<file path="src/rtl/rotate_sweep_sequencer.sv">
// Sweeps one operand through every shift amount of an external barrel shifter.
// Each amount is held for DWELL cycles; the shifter result is then captured and folded into a running XOR.
module rotate_sweep_sequencer #(
  parameter int N     = 3,
  parameter int DWELL = 4,
  localparam int W    = 2**N
) (
  input  logic         clk,
  input  logic         reset,
  input  logic         start,
  input  logic         abort,
  input  logic [W-1:0] num_in,
  input  logic         dir_in,
  output logic [W-1:0] num_o,
  output logic [N-1:0] shift_o,
  output logic         select_o,
  input  logic [W-1:0] result_i,
  output logic         res_valid,
  output logic [W-1:0] res_data,
  output logic [N-1:0] res_shift,
  output logic [W-1:0] sig,
  output logic         busy,
  output logic         done
);

  typedef enum logic [1:0] {IDLE, STEP, DONE} state_t;

  localparam logic [7:0]   DW_LAST = 8'(DWELL - 1);
  localparam logic [N-1:0] SH_LAST = '1;
  localparam logic [N-1:0] SH_ONE  = N'(1);

  state_t     state;
  logic [7:0] cnt;

  always_ff @(posedge clk or posedge reset) begin
    if (reset) begin
      state     <= IDLE;
      cnt       <= '0;
      num_o     <= '0;
      shift_o   <= '0;
      select_o  <= 1'b0;
      res_valid <= 1'b0;
      res_data  <= '0;
      res_shift <= '0;
      sig       <= '0;
      busy      <= 1'b0;
      done      <= 1'b0;
    end else begin
      res_valid <= 1'b0;
      done      <= 1'b0;
      case (state)
        IDLE: begin
          // start has priority over abort here; abort alone is a no-op
          if (start) begin
            num_o    <= num_in;
            select_o <= dir_in;
            shift_o  <= '0;
            cnt      <= '0;
            sig      <= '0;
            busy     <= 1'b1;
            state    <= STEP;
          end
        end
        STEP: begin
          if (abort) begin
            shift_o <= '0;
            cnt     <= '0;
            busy    <= 1'b0;
            state   <= IDLE;
          end else if (cnt == DW_LAST) begin
            res_data  <= result_i;
            res_shift <= shift_o;
            res_valid <= 1'b1;
            sig       <= sig ^ result_i;
            cnt       <= '0;
            // last amount: hold shift_o at its max rather than wrapping
            if (shift_o == SH_LAST) begin
              done  <= 1'b1;
              state <= DONE;
            end else begin
              shift_o <= shift_o + SH_ONE;
            end
          end else begin
            cnt <= cnt + 8'd1;
          end
        end
        DONE: begin
          if (abort) begin
            shift_o <= '0;
            cnt     <= '0;
          end
          busy  <= 1'b0;
          state <= IDLE;
        end
        default: begin
          busy  <= 1'b0;
          state <= IDLE;
        end
      endcase
    end
  end

endmodule

</file>
<file path="config.mk">
export PLATFORM = sky130hd
export DESIGN_NAME = rotate_sweep_sequencer
export DESIGN_NICKNAME = d
export VERILOG_FILES = /design/src/rtl/rotate_sweep_sequencer.sv
export SDC_FILE = /design/constraint.sdc
export NUM_CORES = 1
export LEC_CHECK = 0
export BUFFER_PORTS_ARGS = -buffer_cell sky130_fd_sc_hd__clkbuf_2
export CORE_MARGIN = 2
export CORE_UTILIZATION = 53
export CTS_BUF_LIST = sky130_fd_sc_hd__clkbuf_2
export DETAILED_ROUTE_END_ITERATION = 10
export PLACE_DENSITY_LB_ADDON = 0.1
export SYNTH_ARGS = -nofsm -noshare
export SYNTH_HDL_FRONTEND = slang
export SYNTH_SLANG_ARGS = --single-unit
</file>
<file path="constraint.sdc">
create_clock -name clk -period 3.55 [get_ports clk]
set_clock_uncertainty 0.2 [all_clocks]
set_input_delay 0.1775 -clock clk [delete_from_list [all_inputs] [get_ports clk]]
set_output_delay 0.1775 -clock clk [all_outputs]
set_load 0.05 [all_outputs]
</file>
==> results.json, run 1 <==
{
  "dieArea_um2": 4140,
  "core_um2": 3420,
  "cp.arrival_ns": 2.29,
  "start_util": 0.565,
  "timing_hold_violations_final": 0,
  "swShare": 0.420,
  "cp-end-kind": "flip-flop",
  "drt_pass1_iterations": 4,
  "power.share.clock": 0.157,
  "num-fill-cells": 252,
  "yosys_most_used_dff": "dfrtp_1",
  "cp_top_family": "simple AND/OR/NAND/NOR gates",
  "max_slew_margin": 0.365,
  "crit_path_start_kind": "flip-flop",
  "worst-slew-pin-transition_ns": 0.948,
  "dieWidth_um": 64.3,
  "crit_fanout": 15,
  "dp_hpwl_um": 2920,
  "finalCritPeriodShare": 0.618,
  "num_rows": 21,
  "grt_setup_unrepaired": "no",
  "wirelength_um": 4220,
  "synth-seq-area-share": 0.571,
  "ant_nets": 0,
  "synthCells": 159,
  "diodes": 0,
  "grt_overflow": 0,
  "grt_pass1_wl_um": 7190,
  "seqPwrFrac": 0.485,
  "crit_start": "state[1]",
  "power_per_cell_area_nw_per_um2": 506,
  "clock_sinks": 44,
  "antenna_found_initial": 0,
  "htree_levels": 2,
  "cpPeakStageDelay_ns": 0.58,
  "p_switching_w": 0.000531,
  "cap_violations": 0,
  "comb_power_share": 0.358,
  "yosys_warnings": 0,
  "final.setup.tns_ns": 0,
  "first_iter_violations": 86,
  "cts_buffer_depth": 2,
  "synth_area_per_cell_um2": 12.1,
  "timing.fmax_mhz": 456,
  "cts-root-buf": "clkbuf_2",
  "ys_types": 31,
  "outcome": "finished clean",
  "period_needed_ns": 2.19,
  "p_int_w": 0.000734,
  "power_w": 0.00127,
  "track_usage": 0.228,
  "insertion_delay_ns": 0.40,
  "async_flop_share": 1.00,
  "final_cell_area_um2": 2500,
  "grt_pass1_vias": 1537,
  "die_y_um": 64.3,
  "finalSetupViolCount": 0,
  "numCtsBuffers": 5,
  "vdd_drop_max_mv": 0.358,
  "path_clk_slew_ns": 0.22,
  "drive_gt1_frac": 0.368,
  "critPathKind": "reg -> reg",
  "p_leak_nw": 1.26,
  "path_cells": "nor3b_4 > inv_2 > nor2_4 > mux2_2",
  "slew_viol_final": 0,
  "ys_ff_latch": 44,
  "post-cts-setup-buffers": 0,
  "hp-class": "in -> async",
  "synth_edf_count": 0,
  "rr_startpoint": "state[1]",
  "synthesis.area_um2": 1930,
  "path_buf_inv": 1,
  "layout-area-overhead-vs-synth_pct": 29.6,
  "cp.required_ns": 3.65,
  "port_buffers": 54,
  "crit_path_top_delay_cell": "nor3b_4",
  "grt_max_degree": 45,
  "synthesis.nets": 183,
  "vias": 1451,
  "drcViolationCount": 0,
  "ioPinCount": 55,
  "wl_per_cell_um": 14.8,
  "nets": 263,
  "cts_tree": "done",
  "place_congestion": 0.802,
  "routed_via_density": 5.09,
  "place_area_um2": 2260
}
worst paths after layout:
path / to / slack [ns] / depth (start not counted)
setup / recovery: res_shift[2] / 1.36 / 4
min in group clk: num_o[3] / 0.33 / 3
hold / removal: res_data[7] / 0.22 / 4
hold reg to reg: select_o / 0.34 / 1
setup reg to reg: res_shift[2] / 1.36 / 4
max in group asynchronous: state[1] / 2.55 / 4
layout by cell type (no fill, tap or decap), types with 5 or more instances in the layout:
cell type       n
nand4_1         9
dfrtp_1        44
clkbuf_2       59
nor2_1         14
mux2_2         12
dlygate4sd3_1  20
xnor2_1         6
inv_1          10
xor2_1          8
a21oi_1         5
buf_4           5
o21ai_0         9
sequential cells by signal, indices dropped and copies added, names as in the netlist:
| register | count |
|---|---|
| select_o | 1 |
| res_valid | 1 |
| done | 1 |
| state | 2 |
| res_data | 8 |
| sig | 8 |
| busy | 1 |
| shift_o | 3 |
| res_shift | 3 |
| cnt | 8 |
| num_o | 8 |
timing repair:
item / 4_1_cts / 5_1_grt
endpoints found under the hold margin: 71 / 0
hold buffers: 20 / 0
resized for setup: 0 / 0
routing by layer:
metal / GRT usage / up-vias / share of wire
met4: 0.0824 / 0 / 0.018
li1: - / 707 / -
met1: 0.291 / 690 / 0.43
met3: 0.0669 / 8 / 0.046
met2: 0.370 / 46 / 0.51
met5: 0 / - / 0
final cells by class:
cell class,count,area [um2],area share
Inverter,12,45.0,0.0180
Multi-Input combinational cell,97,751,0.300
Clock buffer,5,25.0,0.0100
Timing Repair Buffer,79,508,0.203
Sequential cell,44,1100,0.440
Clock inverter,2,12.5,0.00501
Tap cell,46,57.6,0.0230
cell families (layout without fill, tap and decap cells):
kind of cell / after synthesis / in the layout / synth area share
flip-flops: 44 / 44 / 0.571
AND/OR/NAND/NOR: 43 / 43 / 0.136
AO/OA/AOI/OAI: 25 / 25 / 0.0973
buffers and inverters: 18 / 98 / 0.0428
XOR/XNOR: 14 / 14 / 0.0636
multiplexers: 12 / 12 / 0.0700
adder cells (fa/ha/maj): 3 / 3 / 0.0195
stage by stage:
stage / worst slack [ns] / std cells / hold slack (ns) / utilization
after global placement: 1.46 / 258 / 0.111 / 0.662
after CTS: 1.34 / 285 / 0.188 / 0.732
after detailed placement: 1.36 / 258 / 0.124 / 0.662
after floorplan: 1.64 / 159 / 0.129 / -
final: 1.36 / 285 / 0.215 / 0.732
after global routing: 1.24 / 285 / 0.213 / 0.732
cells in the mapped netlist (2+ instances only):
| cell type | n | share of area |
|---|---|---|
| dfrtp_1 | 44 | 0.57 |
| nor2_1 | 14 | 0.027 |
| mux2_2 | 12 | 0.070 |
| inv_1 | 11 | 0.021 |
| nand4_1 | 9 | 0.029 |
| o21ai_0 | 9 | 0.023 |
| xor2_1 | 8 | 0.036 |
| xnor2_1 | 6 | 0.027 |
| a21oi_1 | 5 | 0.013 |
| nand2_1 | 4 | 0.0078 |
| nand3_1 | 4 | 0.010 |
| a32o_1 | 3 | 0.016 |
| and2_1 | 3 | 0.0097 |
| buf_2 | 3 | 0.0078 |
| buf_4 | 3 | 0.012 |
| ha_1 | 3 | 0.019 |
| a211oi_1 | 2 | 0.0078 |
| a21o_1 | 2 | 0.0078 |
| o21bai_2 | 2 | 0.012 |
power by group through the flow:
stage	Combinational, W	Clock, W	Sequential, W
after global placement	0.000431	0	0.000618
after floorplan	0.000102	0	0.000846
final	0.000454	0.000199	0.000613
after global routing	0.000477	0.000235	0.000624
after detailed placement	0.000439	0	0.000624
after CTS	0.000457	0.000208	0.000614
worst register-to-register path, cell delays in order (launching register included):
cell	delay [ns]
dfrtp_1	0.51
nor3b_4	0.58
inv_2	0.15
nor2_4	0.30
mux2_2	0.37
(Power assumes the default switching activity.)
==> run 2, diff against run 1 <==
clock period = 2.25 ns   (was 3.55 ns; I/O delays follow)
==> run 2 against run 1 <==
  * Utilization rose by 1.6 points
  * Cell count rose by 1.4%
  * Sequential cell count did not move
  * Critical path type unchanged
  * Worst hold slack got worse by 0.18 ns
  * Sequential power rose by 58%
  * Non-clock buffer count rose by 3
  * Sequential share of layout area fell by 0.95 points
  * Via count rose by 5.0%
  * Power rose by 68%
  * Maximum frequency rose by 7.1%
  * Die area did not move
  * Largest cell class unchanged
==> results.json, run 2 (synthesis results as in run 1) <==
{
  "layout_commonest_cell": "clkbuf_2",
  "cts_buffer_depth": 2,
  "cp_top_family": "simple AND/OR/NAND/NOR gates",
  "grt_overflow": 0,
  "path_buf_inv": 0,
  "timing_hold_violations_final": 0,
  "wl_met3_um": 240,
  "place_congestion": 0.837,
  "numCtsBuffers": 5,
  "slew_viol_final": 0,
  "outcome": "finished clean",
  "dieArea_um2": 4140,
  "reg2reg_depth": 5,
  "cts_tree": "done",
  "grt_setup_unrepaired": "no",
  "drcViolationCount": 0,
  "nets": 266,
  "vias": 1523,
  "mostFrequentLayoutCells": "clkbuf_2 (59), dfrtp_1 (44), dlygate4sd3_1 (21), nor2_1 (14), mux2_2 (12)",
  "dieWidth_um": 64.3,
  "antenna_found_initial": 0,
  "grt_max_degree": 20,
  "grt_pass1_vias": 1556,
  "cpPeakStageDelay_ns": 0.46,
  "ff2ff_setup_slack_ns": 0.20,
  "track_usage": 0.233,
  "wl_met2_um": 2260,
  "power_w": 0.00213,
  "ioPinCount": 55,
  "period_needed_ns": 2.05,
  "cap_violations": 0,
  "worst-slew-pin-transition_ns": 0.474,
  "path_cells": "ha_1 > nor4b_2 > nand2_1 > nor2_4 > mux2_2",
  "start_util": 0.565,
  "ant_nets": 0,
  "finalSetupViolCount": 0,
  "drt_pass1_iterations": 4,
  "cp.arrival_ns": 2.16,
  "route.layer.met1.wl_um": 1720,
  "diodes": 0,
  "path_clk_slew_ns": 0.21,
  "drive_gt1_frac": 0.370,
  "top_layer": "met4",
  "routed_via_density": 5.27,
  "dp_hpwl_um": 2930,
  "port_buffers": 54,
  "insertion_delay_ns": 0.42,
  "cp-end-kind": "flip-flop",
  "hp-class": "in -> reg",
  "p_leak_nw": 1.29,
  "cts-root-buf": "clkbuf_2",
  "hold_start": "abort",
  "first_iter_violations": 79,
  "finalCritPeriodShare": 0.910,
  "cts_resized": 0,
  "place_inst": 260,
  "wl_per_cell_um": 14.8,
  "critPathKind": "reg -> reg",
  "crit_fanout": 5,
  "die_y_um": 64.3,
  "r2r-end": "res_shift[0]",
  "clock_sinks": 44,
  "layout-area-overhead-vs-synth_pct": 32.4,
  "wirelength_um": 4270,
  "crit_path_top_delay_cell": "dfrtp_1",
  "max_slew_margin": 0.682,
  "htree_levels": 2,
  "num_rows": 21,
  "cp.required_ns": 2.36,
  "instances_no_fill": 289,
  "crit_path_start_kind": "flip-flop",
  "final.setup.tns_ns": 0,
  "grt_pass1_wl_um": 7380,
  "vdd_drop_max_mv": 0.577,
  "rr_startpoint": "cnt[0]",
  "power_per_cell_area_nw_per_um2": 835,
  "crit_start": "cnt[0]",
  "core_um2": 3420,
  "timing.critical_path.to": "res_shift[0]",
  "timing.fmax_mhz": 488,
  "crit_cells": 5
}
==> run 2: metrics by stage <==
step	utilization	worst slack, ns	hold slack, ns	cell area (um2)
6_report	0.748	0.202	0.0347	2550
5_1_grt	0.748	0.0285	0.0335	2550
4_1_cts	0.748	0.207	0.0304	2550
3_5_place_dp	0.667	0.264	-0.127	2280
3_3_place_gp	0.667	0.295	-0.139	2280
2_1_floorplan	-	0.340	0.0641	1930
==> run 2: cell type report <==
type                    instances  area [um2]
well taps                      46        57.6
inverters                      12        45.0
clock buffers                   5        25.0
repair buffers                 82         533
fillers                       254         861
multi-input cells              97         751
flip-flops and latches         44        1100
clock inverters                 3        42.5
==> run 2: layer usage <==
metal  global-route usage  up-vias
met5                    0        -
met4               0.0585        0
met3               0.0581        7
met2                0.409       53
met1                0.289      747
li1                     -      716
==> run 2: where the power goes <==
| part | internal [W] | switching [W] | total (W) |
|---|---|---|---|
| Sequential | 0.000900 | 0.0000690 | 0.000969 |
| Combinational | 0.000195 | 0.000528 | 0.000723 |
| Clock | 0.000187 | 0.000254 | 0.000441 |
==> run 2: tightest hold or removal path, cell delays in order <==
cell and delay, ns:
clkbuf_2 0.15, nor3b_4 0.06, inv_2 0.09, nor4_1 0.06, a21o_1 0.15
==> run 2: how the worst min path moves through the flow <==
stage | endpoint | slack (ns) | cells after the start
after floorplan | select_o | 0.06 | 1
after detailed placement | res_shift[1] | -0.13 | 2
after CTS | shift_o[0] | 0.03 | 5
after global placement | res_shift[1] | -0.14 | 2
final | shift_o[0] | 0.03 | 5
after global routing | shift_o[0] | 0.03 | 5
==> run 2: what timing repair did <==
action | 4_1_cts | 5_1_grt
setup buffers | 0 | 0
endpoints found under the hold margin | 70 | 0
hold buffers | 21 | 0
==> run 3, diff against run 2 <==
CORE_UTILIZATION = 51   (was 53)
CTS_BUF_LIST = not set   (was sky130_fd_sc_hd__clkbuf_2)
==> run 3 against run 2 <==
  * Non-clock buffer count is 1 lower
  * Power is 6.2% higher
  * Clock-buffer cell count up 1
  * Wire length fell by 1.9%
  * First-iteration DRC count up 23%
  * Sequential share of layout area decreased by 0.81 points
  * Clock power increased by 30%
  * Sequential cell count is the same
  * Maximum frequency fell by 2.4%
==> results.json, run 3 (synthesis results as in run 1) <==
{
  "finalCritPeriodShare": 0.933,
  "timing_hold_violations_final": 0,
  "start_util": 0.527,
  "drcViolationCount": 0,
  "utilization": 0.711,
  "clock_sinks": 44,
  "layout-area-overhead-vs-synth_pct": 35.0,
  "p_leak_nw": 1.30,
  "place_congestion": 0.746,
  "wirelength_um": 4190,
  "place_area_um2": 2290,
  "final_cell_area_um2": 2600,
  "worst-slew-pin-transition_ns": 0.531,
  "slew_viol_final": 0,
  "routed_via_density": 5.20,
  "cp.arrival_ns": 2.07,
  "finalHoldWorstSlack_ns": 0.280,
  "first_iter_violations": 97,
  "grt_overflow": 0,
  "antenna_found_initial": 0,
  "track_usage": 0.219,
  "num-fill-cells": 277,
  "rr_startpoint": "cnt[0]",
  "cp.required_ns": 2.23,
  "period_needed_ns": 2.10,
  "outcome": "finished clean",
  "ioPinCount": 55,
  "cts_tree": "done",
  "hp-class": "in -> async",
  "critPathKind": "reg -> reg",
  "htree_levels": 2,
  "cap_violations": 0,
  "ant_nets": 0,
  "drive_gt1_frac": 0.376,
  "core_um2": 3660,
  "dieWidth_um": 65.5,
  "dieArea_um2": 4290,
  "nets": 265,
  "finalSetupViolCount": 0,
  "timing.fmax_mhz": 476,
  "path_clk_slew_ns": 0.08,
  "r2r-end": "res_shift[1]",
  "place_inst": 262,
  "die_y_um": 65.5,
  "crit_fanout": 5,
  "port_buffers": 54,
  "max_slew_margin": 0.646,
  "insertion_delay_ns": 0.29,
  "vdd_drop_max_mv": 0.611,
  "vias": 1508,
  "final.setup.tns_ns": 0,
  "instances_no_fill": 290,
  "cts_buffer_depth": 2,
  "layout_commonest_cell": "clkbuf_2",
  "grt_max_degree": 45,
  "mostFrequentLayoutCells": "clkbuf_2 (54), dfrtp_1 (44), dlygate4sd3_1 (20), nor2_1 (14), mux2_2 (12)",
  "reg2reg_depth": 5,
  "grt_setup_unrepaired": "no",
  "power_per_cell_area_nw_per_um2": 870,
  "cp-end-kind": "flip-flop",
  "crit_path_start_kind": "flip-flop",
  "cts-root-buf": "clkbuf_8",
  "grt_pass1_vias": 1568,
  "wl_per_cell_um": 14.4,
  "ff2ff_setup_slack_ns": 0.15,
  "grt_pass1_wl_um": 7090,
  "num_rows": 22,
  "drt_pass1_iterations": 5,
  "diodes": 0,
  "numCtsBuffers": 5,
  "dp_hpwl_um": 2880
}
[run 3: per-stage QoR]
stage | setup slack (ns) | total power (W)
floorplan | 0.340 | 0.00150
global placement | 0.245 | 0.00166
detailed placement | 0.144 | 0.00168
CTS | 0.125 | 0.00229
global route | 0.0353 | 0.00237
finish | 0.151 | 0.00226
[run 3: area by class of cell]
cell class | count | area (um2) | area share
Timing Repair Buffer | 81 | 536 | 0.206
Multi-Input combinational cell | 97 | 754 | 0.290
Clock inverter | 2 | 35.0 | 0.0135
Sequential cell | 44 | 1100 | 0.423
Inverter | 12 | 45.0 | 0.0173
Clock buffer | 6 | 72.6 | 0.0279
Tap cell | 48 | 60.1 | 0.0231
[run 3: metal layers]
metal,vias up,track usage,wire (um)
met5,-,0,0
met4,0,0.0807,92
met3,10,0.0445,164
met2,42,0.362,2090
met1,743,0.287,1840
li1,713,-,-
[run 3: what timing repair did]
action                     4_1_cts  5_1_grt
hold buffers                    20        0
buffers inserted                 0        0
setup endpoints to repair        0        6
gates resized for setup          0        1
hold endpoints to repair        66        0
[run 3: worst max path at each step]
stage	startpoint	end	slack [ns]	depth (start not counted)
after floorplan	shift_o[0]	shift_o[1]	0.34	5
after global placement	cnt[0]	shift_o[2]	0.24	6
after detailed placement	cnt[0]	cnt[3]	0.14	5
after CTS	cnt[0]	cnt[3]	0.13	5
after global routing	cnt[0]	res_shift[1]	0.04	5
final	cnt[0]	res_shift[1]	0.15	5
[run 3: where the power goes]
group	internal, W	switching, W
combinational	0.000194	0.000526
clock	0.000329	0.000246
sequential	0.000900	0.0000697
total	0.00142	0.000841
[run 3: worst max-delay path, cell delays in order, from the launching register on]
cell and delay, ns:
dfrtp_1 0.42, ha_1 0.24, nor4b_2 0.33, nand2_1 0.25
nor2_4 0.19, mux2_2 0.34
